===== src/rtl/pb_uart_regs_pkg.sv =====
`default_nettype none
// ============================================================================
// Module   : pb_uart_regs_pkg
// Purpose  : Shared register map, IRQ bit indices and STATUS layout for the
//            multi-channel PicoBlaze UART register front end.
// Revision : 1.0  initial release
// ============================================================================
package pb_uart_regs_pkg;

  // Each channel owns an 8-port window
  localparam int CHAN_STRIDE = 8;

  // Register offsets inside a channel window
  typedef enum logic [2:0] {
    REG_DATA     = 3'd0,
    REG_CONTROL  = 3'd1,
    REG_STATUS   = 3'd2,
    REG_IRQ_MASK = 3'd3,
    REG_IRQ_PEND = 3'd4,
    REG_DIV_LO   = 3'd5,
    REG_DIV_HI   = 3'd6,
    REG_RSVD     = 3'd7
  } reg_ofs_e;

  // Interrupt source bit indices within IRQ_MASK / IRQ_PEND
  localparam int IRQ_RX_DATA  = 0;
  localparam int IRQ_RX_FULL  = 1;
  localparam int IRQ_TX_EMPTY = 2;
  localparam int IRQ_TX_OVF   = 3;
  localparam int IRQ_W        = 4;

  // STATUS register bit positions
  localparam int ST_RX_DATA  = 0;
  localparam int ST_RX_HALF  = 1;
  localparam int ST_RX_FULL  = 2;
  localparam int ST_TX_DATA  = 3;
  localparam int ST_TX_HALF  = 4;
  localparam int ST_TX_FULL  = 5;

  // FIFO flags of one channel
  typedef struct packed {
    logic tx_full;
    logic tx_half_full;
    logic tx_data_present;
    logic rx_full;
    logic rx_half_full;
    logic rx_data_present;
  } uart_flags_t;

  // Build the STATUS read value from the live FIFO flags
  function automatic logic [7:0] status_byte(input uart_flags_t f);
    logic [7:0] s;
    s             = 8'h00;
    s[ST_RX_DATA] = f.rx_data_present;
    s[ST_RX_HALF] = f.rx_half_full;
    s[ST_RX_FULL] = f.rx_full;
    s[ST_TX_DATA] = f.tx_data_present;
    s[ST_TX_HALF] = f.tx_half_full;
    s[ST_TX_FULL] = f.tx_full;
    return s;
  endfunction

endpackage
`default_nettype wire


===== src/rtl/pb_uart_regs_chan.sv =====
`default_nettype none
// ============================================================================
// Module   : pb_uart_regs_chan
// Purpose  : One channel's register window: CONTROL, IRQ mask/pending with
//            W1C, divisor shadow/commit, flag edge detection and one-shot
//            FIFO push/pop pulses.
// Revision : 1.0  initial release
// ============================================================================
module pb_uart_regs_chan
  import pb_uart_regs_pkg::*;
#(
  parameter logic [15:0] DIV_RESET = 16'h0000
) (
  input  logic        clk,
  input  logic        reset,
  input  logic        sel_i,
  input  reg_ofs_e    offset_i,
  input  logic [7:0]  data_in_i,
  input  logic        read_strobe_i,
  input  logic        write_strobe_i,
  input  uart_flags_t flags_i,
  input  logic [7:0]  rx_data_i,
  output logic        buffer_write_o,
  output logic        buffer_read_o,
  output logic        enable_o,
  output logic [15:0] div_o,
  output logic [7:0]  rd_data_o,
  output logic        irq_o
);

  logic [7:0]       control_q, control_d;
  logic [IRQ_W-1:0] mask_q, mask_d;
  logic [IRQ_W-1:0] pend_q, pend_d;
  logic [7:0]       shadow_q, shadow_d;
  logic [15:0]      div_q, div_d;
  uart_flags_t      flags_q;
  logic             armed_q;
  logic             wr_data_q;
  logic             rd_data_q;
  logic             buffer_write_q;
  logic             buffer_read_q;

  logic             w_wr;
  logic             w_wr_data;
  logic             w_rd_data;
  logic             w_wr_rise;
  logic             w_rd_rise;
  logic [IRQ_W-1:0] w_evt;
  logic [IRQ_W-1:0] w_clr;

  // Strobes qualified by this window; DATA accesses are edge-qualified so a
  // held strobe yields a single FIFO push or pop.
  assign w_wr      = sel_i & write_strobe_i;
  assign w_wr_data = w_wr & (offset_i == REG_DATA);
  assign w_rd_data = sel_i & read_strobe_i & (offset_i == REG_DATA);
  assign w_wr_rise = w_wr_data & ~wr_data_q;
  assign w_rd_rise = w_rd_data & ~rd_data_q;

  // Interrupt events; flag edges are suppressed until the edge registers
  // have captured the flags once after reset.
  always_comb begin
    w_evt               = '0;
    w_evt[IRQ_RX_DATA]  = armed_q & flags_i.rx_data_present & ~flags_q.rx_data_present;
    w_evt[IRQ_RX_FULL]  = armed_q & flags_i.rx_full & ~flags_q.rx_full;
    w_evt[IRQ_TX_EMPTY] = armed_q & ~flags_i.tx_data_present & flags_q.tx_data_present;
    w_evt[IRQ_TX_OVF]   = w_wr_rise & flags_i.tx_full;
  end

  // Write decode into next-state values; a new event beats a W1C clear.
  always_comb begin
    control_d = control_q;
    mask_d    = mask_q;
    shadow_d  = shadow_q;
    div_d     = div_q;
    w_clr     = '0;
    if (w_wr) begin
      case (offset_i)
        REG_CONTROL:  control_d = data_in_i;
        REG_IRQ_MASK: mask_d    = data_in_i[IRQ_W-1:0];
        REG_IRQ_PEND: w_clr     = data_in_i[IRQ_W-1:0];
        REG_DIV_LO:   shadow_d  = data_in_i;
        REG_DIV_HI:   div_d     = {data_in_i, shadow_q};
        default:      ;
      endcase
    end
    pend_d = (pend_q & ~w_clr) | w_evt;
  end

  // Read value for the currently addressed offset
  always_comb begin
    rd_data_o = 8'h00;
    case (offset_i)
      REG_DATA:     rd_data_o = rx_data_i;
      REG_CONTROL:  rd_data_o = control_q;
      REG_STATUS:   rd_data_o = status_byte(flags_i);
      REG_IRQ_MASK: rd_data_o = {{(8-IRQ_W){1'b0}}, mask_q};
      REG_IRQ_PEND: rd_data_o = {{(8-IRQ_W){1'b0}}, pend_q};
      REG_DIV_LO:   rd_data_o = shadow_q;
      REG_DIV_HI:   rd_data_o = div_q[15:8];
      REG_RSVD:     rd_data_o = 8'h00;
    endcase
  end

  // Channel state registers and one-cycle FIFO pulses
  always_ff @(posedge clk) begin
    if (reset) begin
      control_q      <= 8'h00;
      mask_q         <= '0;
      pend_q         <= '0;
      shadow_q       <= 8'h00;
      div_q          <= DIV_RESET;
      flags_q        <= '0;
      armed_q        <= 1'b0;
      wr_data_q      <= 1'b0;
      rd_data_q      <= 1'b0;
      buffer_write_q <= 1'b0;
      buffer_read_q  <= 1'b0;
    end else begin
      control_q      <= control_d;
      mask_q         <= mask_d;
      pend_q         <= pend_d;
      shadow_q       <= shadow_d;
      div_q          <= div_d;
      flags_q        <= flags_i;
      armed_q        <= 1'b1;
      wr_data_q      <= w_wr_data;
      rd_data_q      <= w_rd_data;
      buffer_write_q <= w_wr_rise & ~flags_i.tx_full;
      buffer_read_q  <= w_rd_rise & flags_i.rx_data_present;
    end
  end

  assign buffer_write_o = buffer_write_q;
  assign buffer_read_o  = buffer_read_q;
  assign enable_o       = control_q[0];
  assign div_o          = div_q;
  assign irq_o          = |(pend_q & mask_q);

endmodule
`default_nettype wire


===== src/rtl/pb_uart_regs_mc.sv =====
`default_nettype none
// ============================================================================
// Module   : pb_uart_regs_mc
// Purpose  : PicoBlaze port-mapped register front end for NUM_CHANNELS
//            UART/FIFO pairs: window decode, registered read mux,
//            IRQ summary port and global interrupt output.
//            BASE_ADDRESS must be a multiple of 8.
// Revision : 1.0  initial release
// ============================================================================
module pb_uart_regs_mc
  import pb_uart_regs_pkg::*;
#(
  parameter logic [7:0]  BASE_ADDRESS = 8'h00,
  parameter int          NUM_CHANNELS = 2,
  parameter logic [15:0] DIV_RESET    = 16'h0000
) (
  input  logic                      clk,
  input  logic                      reset,
  input  logic [7:0]                port_id,
  input  logic [7:0]                data_in,
  output logic [7:0]                data_out,
  input  logic                      read_strobe,
  input  logic                      write_strobe,
  output logic                      interrupt,
  output logic [NUM_CHANNELS-1:0]   buffer_write,
  output logic [7:0]                uart_data_write,
  output logic [NUM_CHANNELS-1:0]   buffer_read,
  input  logic [8*NUM_CHANNELS-1:0] uart_data_read,
  input  logic [NUM_CHANNELS-1:0]   rx_data_present,
  input  logic [NUM_CHANNELS-1:0]   rx_half_full,
  input  logic [NUM_CHANNELS-1:0]   rx_full,
  input  logic [NUM_CHANNELS-1:0]   tx_data_present,
  input  logic [NUM_CHANNELS-1:0]   tx_half_full,
  input  logic [NUM_CHANNELS-1:0]   tx_full,
  output logic [NUM_CHANNELS-1:0]   enable,
  output logic [16*NUM_CHANNELS-1:0] uart_clock_divide
);

  logic [7:0] data_out_q, data_out_d;
  logic       interrupt_q;
  logic [7:0] uart_data_write_q, uart_data_write_d;

  logic [8:0]              w_rel;
  reg_ofs_e                w_offset;
  logic [NUM_CHANNELS-1:0] w_sel;
  logic [NUM_CHANNELS-1:0] w_irq;
  logic [7:0]              w_rd_data [NUM_CHANNELS];
  logic                    w_summary_sel;
  logic [7:0]              w_summary;
  logic                    w_data_wr;

  // Offset from the base in 9 bits so ports below the base never alias
  assign w_rel         = {1'b0, port_id} - {1'b0, BASE_ADDRESS};
  assign w_offset      = reg_ofs_e'(port_id[2:0]);
  assign w_summary_sel = (w_rel == 9'(CHAN_STRIDE * NUM_CHANNELS));
  assign w_summary     = {{(8-NUM_CHANNELS){1'b0}}, w_irq};
  assign w_data_wr     = write_strobe & (|w_sel) & (w_offset == REG_DATA);

  generate
    for (genvar c = 0; c < NUM_CHANNELS; c++) begin : g_chan
      uart_flags_t w_flags;

      assign w_sel[c] = ~w_rel[8] & (w_rel[7:3] == 5'(c));
      assign w_flags  = {tx_full[c], tx_half_full[c], tx_data_present[c],
                         rx_full[c], rx_half_full[c], rx_data_present[c]};

      pb_uart_regs_chan #(
        .DIV_RESET (DIV_RESET)
      ) u_chan (
        .clk            (clk),
        .reset          (reset),
        .sel_i          (w_sel[c]),
        .offset_i       (w_offset),
        .data_in_i      (data_in),
        .read_strobe_i  (read_strobe),
        .write_strobe_i (write_strobe),
        .flags_i        (w_flags),
        .rx_data_i      (uart_data_read[8*c +: 8]),
        .buffer_write_o (buffer_write[c]),
        .buffer_read_o  (buffer_read[c]),
        .enable_o       (enable[c]),
        .div_o          (uart_clock_divide[16*c +: 16]),
        .rd_data_o      (w_rd_data[c]),
        .irq_o          (w_irq[c])
      );
    end
  endgenerate

  // Read mux: addressed channel window, summary port, else zero
  always_comb begin
    data_out_d = 8'h00;
    for (int c = 0; c < NUM_CHANNELS; c++) begin
      if (w_sel[c]) data_out_d = w_rd_data[c];
    end
    if (w_summary_sel) data_out_d = w_summary;
  end

  // Shared TX data latches on any DATA write, even when the FIFO is full
  always_comb begin
    uart_data_write_d = uart_data_write_q;
    if (w_data_wr) uart_data_write_d = data_in;
  end

  // Output registers: read data every cycle, interrupt summary, TX data
  always_ff @(posedge clk) begin
    if (reset) begin
      data_out_q        <= 8'h00;
      interrupt_q       <= 1'b0;
      uart_data_write_q <= 8'h00;
    end else begin
      data_out_q        <= data_out_d;
      interrupt_q       <= |w_irq;
      uart_data_write_q <= uart_data_write_d;
    end
  end

  assign data_out        = data_out_q;
  assign interrupt       = interrupt_q;
  assign uart_data_write = uart_data_write_q;

endmodule
`default_nettype wire


===== config.mk =====
export PLATFORM = sky130hd
export DESIGN_NAME = pb_uart_regs_mc
export DESIGN_NICKNAME = d
export VERILOG_FILES = /design/src/rtl/pb_uart_regs_pkg.sv /design/src/rtl/pb_uart_regs_chan.sv /design/src/rtl/pb_uart_regs_mc.sv
export SDC_FILE = /design/constraint.sdc
export NUM_CORES = 1
export LEC_CHECK = 0
export CAP_MARGIN = 20
export CORE_ASPECT_RATIO = 0.6
export CORE_MARGIN = 4
export CORE_UTILIZATION = 30
export DETAILED_ROUTE_END_ITERATION = 10
export GPL_TIMING_DRIVEN = 0
export PLACE_DENSITY = 0.53
export SYNTH_ARGS = -nofsm -noshare
export SYNTH_HDL_FRONTEND = slang
export SYNTH_SLANG_ARGS = --single-unit

===== constraint.sdc =====
create_clock -name clk -period 2.1 [get_ports clk]
set_clock_uncertainty 0.1 [all_clocks]
set_input_delay 0.42 -clock clk [delete_from_list [all_inputs] [get_ports clk]]
set_output_delay 0.42 -clock clk [all_outputs]
set_load 0.01 [all_outputs]

==> impl_metrics.yaml <==
pwr:
  comb_power_share_pct: 9.5
  p_leak_nw: 2.725
  ir_drop_mv: 0.3912
  p_sw_mw: 1.030
  power.density_nw_per_um2: 631.6
  p_clk_share_pct: 39.3
  p_int_mw: 3.167
  power.total_mw: 4.197
  switching_share_pct: 24.54
  p_seq_share_pct: 51.2
worst_setup_path:
  cp-end-kind: "register"
  required_ns: 2.19
  crit_path_start_kind: "input pin"
  crit_type: "input pin to register"
  crit_chain: "clkbuf_1, buf_4, clkbuf_4, mux2i_1, a21oi_1, o211ai_1, o311ai_0"
  arrival_ns: 2.15
  slowest_stage: "o211ai_1"
  max_stage_delay_ns: 0.31
  cp_max_fo: 10
detailed_routing:
  antenna_left: 0
  wl_um: 17290
  routedWlPerCell_um: 20.32
  initialDrtViolationCount: 381
  drc_errors: 0
  dr.pass1.iters: 4
  vias: 4360
  viasPerCell: 5.123
floorplan:
  die_h_um: 107.2
  design.core.area_um2: 15720
  ios: 103
  rows: 35
  die_w_um: 173.4
  dieArea_um2: 18590
  initial_core_util_pct: 31.32
placement:
  place.gp.congestion: 0.9227
  pre_cts_ws_ns: -0.6789
  hpwl_um: 12930
  portBuffers: 98
  dpl.cell_count: 832
  place_area_um2: 6158
clocking:
  cts_tree: "yes"
  h-tree-depth: 3
  cts_buffers: 9
  cts-root-buf: "clkbuf_16"
  hold_buffers: 0
  cts_num_sinks: 112
  clk_latency_ns: 0.35
  clkSlewWorstSetupHoldPaths_ns: 0.07
  cts_max_path_buffers: 2
final_layout:
  n_antenna_cell: 0
  nets: 692
  stdcell_area_um2: 6645
  fillers: 1589
  utilization_pct: 42.27
  fin_cells: 851
  drive_gt1_share_pct: 11.73
  area_growth_pct: 34.97
global_route:
  groute.layer.met1.usage_pct: 28.09
  grt-ovfl-total: 0
  met3_usage_pct: 4.545
  grt_max_degree: 17
  antenna_found_initial: 0
  busiest_layer: "met1"
  grt_usage_pct: 18.11
  grt_pass1_vias: 4228
  use_met2_pct: 25.59
  grt_pass1_wl_um: 25780
synthesis:
  post_synth.cell_area_avg_um2: 9.272
  synth-seq-cells: 112
  ys_seq_area_share_pct: 45.54
  yosys_warnings: 0
  synthFlopType: "dfxtp_1"
  syn_area_um2: 4923
  synth_edf_count: 0
  syn-num-nets: 579
  ys_types: 47
  netlist_instances: 531
  ys_async_sr_fraction_pct: 0
timing:
  relSlewSlack_pct: 49.40
  setup_ws_ns: 0.04358
  fmax_ghz: 0.4863
  tns_ns: 0
  min_period_ns: 2.056
  rsz0062_at_grt: "no"
  finalHoldViolCount: 0
  final.period_utilization_pct: 97.92
  final-max-slew-violation-count: 0
  setup_viol: 0
  tightest_slew_ns: 0.7589
  hold_ws_ns: 0.3080
status:
  status: "completed"
run:
  maxCapViolations: 0
min_path:
  hold_class: "register to register"
[cell usage after synthesis, types with 4 or more instances]
cell | n | area (um2)
mux2_2 | 6 | 67.56
a21oi_1 | 36 | 180.2
dfxtp_1 | 112 | 2242
nor2_1 | 97 | 364.1
buf_4 | 8 | 60.06
nand3b_1 | 6 | 45.04
buf_2 | 9 | 45.04
or3_1 | 5 | 31.28
a22oi_1 | 5 | 37.54
nor2b_1 | 19 | 118.9
nand3_1 | 5 | 25.02
o211ai_1 | 9 | 67.56
o21ai_0 | 20 | 100.1
nand2_1 | 21 | 78.83
clkbuf_1 | 21 | 78.83
o22ai_1 | 8 | 50.05
mux2i_1 | 89 | 890.9
inv_1 | 4 | 15.01
[worst max-delay path: cells and delay by family]
kind / cells / cell delay (ns)
multiplexers: 1 / 0.30
buffers and inverters: 3 / 0.76
AO/OA/AOI/OAI: 3 / 0.66
[cells in the final DEF (no fill, tap or decap), drive strengths merged, types with 4 or more instances in the layout]
cell type / instances
nor2: 100
o21ai: 21
o22ai: 8
a21oi: 36
nand3: 10
dfxtp: 112
a22oi: 5
inv: 4
nor2b: 19
clkbuf: 33
nand2: 21
o211ai: 9
clkdlybuf4s50: 90
mux2i: 89
nor3: 4
dlymetal6s2s: 6
buf: 26
mux2: 6
nand3b: 6
or3: 5
[state kept, by name, summed over array words and instances, names as in the netlist, 6 cells and up]
register and cells:
g_chan.u_chan.pend_q 8, g_chan.u_chan.flags_q 6, g_chan.u_chan.mask_q 8, data_out 8, uart_data_write 8, g_chan.u_chan.shadow_q 16
g_chan.u_chan.div_o 32, g_chan.u_chan.control_q 16
[cells by family after synthesis]
family,count (synthesis),share of synthesized area [%]
AND/OR/NAND/NOR,179,17.81
flip-flops,112,45.54
AO/OA/AOI/OAI,98,12.22
multiplexers,96,19.92
buffers and inverters,46,4.498
[per-layer routing]
layer / vias up / share of wire (%)
met4: 0 / 0.61
met1: 2126 / 53
met2: 145 / 40
li1: 2077 / -
met3: 12 / 6.3
met5: - / 0
[power by group through the flow]
| stage | Combinational, mW | Clock, mW | Sequential, mW |
|---|---|---|---|
| 2_1_floorplan | 0.168 | 0 | 2.19 |
| 3_3_place_gp | 0.362 | 0 | 2.20 |
| 3_5_place_dp | 0.365 | 0 | 2.20 |
| 4_1_cts | 0.381 | 1.67 | 2.15 |
| 5_1_grt | 0.422 | 1.74 | 2.15 |
| 6_report | 0.399 | 1.65 | 2.15 |
[layout make-up]
class | instances | area, um2 | area share, %
Buffer | 39 | 235.2 | 3.540
Clock buffer | 13 | 260.3 | 3.916
Clock inverter | 2 | 15.01 | 0.2259
Inverter | 4 | 15.01 | 0.2259
Multi-Input combinational cell | 373 | 2567 | 38.64
Sequential cell | 112 | 2242 | 33.74
Tap cell | 203 | 254.0 | 3.822
Timing Repair Buffer | 105 | 1056 | 15.89
[path summary, 6_finish.rpt]
check	startpoint	end	slack, ns	cells after the start
setup / recovery	port_id[2]	data_out[0]	0.04	7
hold reg to reg	g_chan[1].u_chan.rd_data_q	g_chan[1].u_chan.buffer_read_o	0.31	1
hold / removal	g_chan[1].u_chan.rd_data_q	g_chan[1].u_chan.buffer_read_o	0.31	1
setup reg to reg	g_chan[0].u_chan.div_o[9]	data_out[1]	0.50	4
[timing repair]
item	CTS	global route
setup endpoints to repair	76	88
setup buffers	4	2
gates resized for setup	28	25
pin swaps	3	2
cloned	0	1
Power figures use the tool's default switching activity.
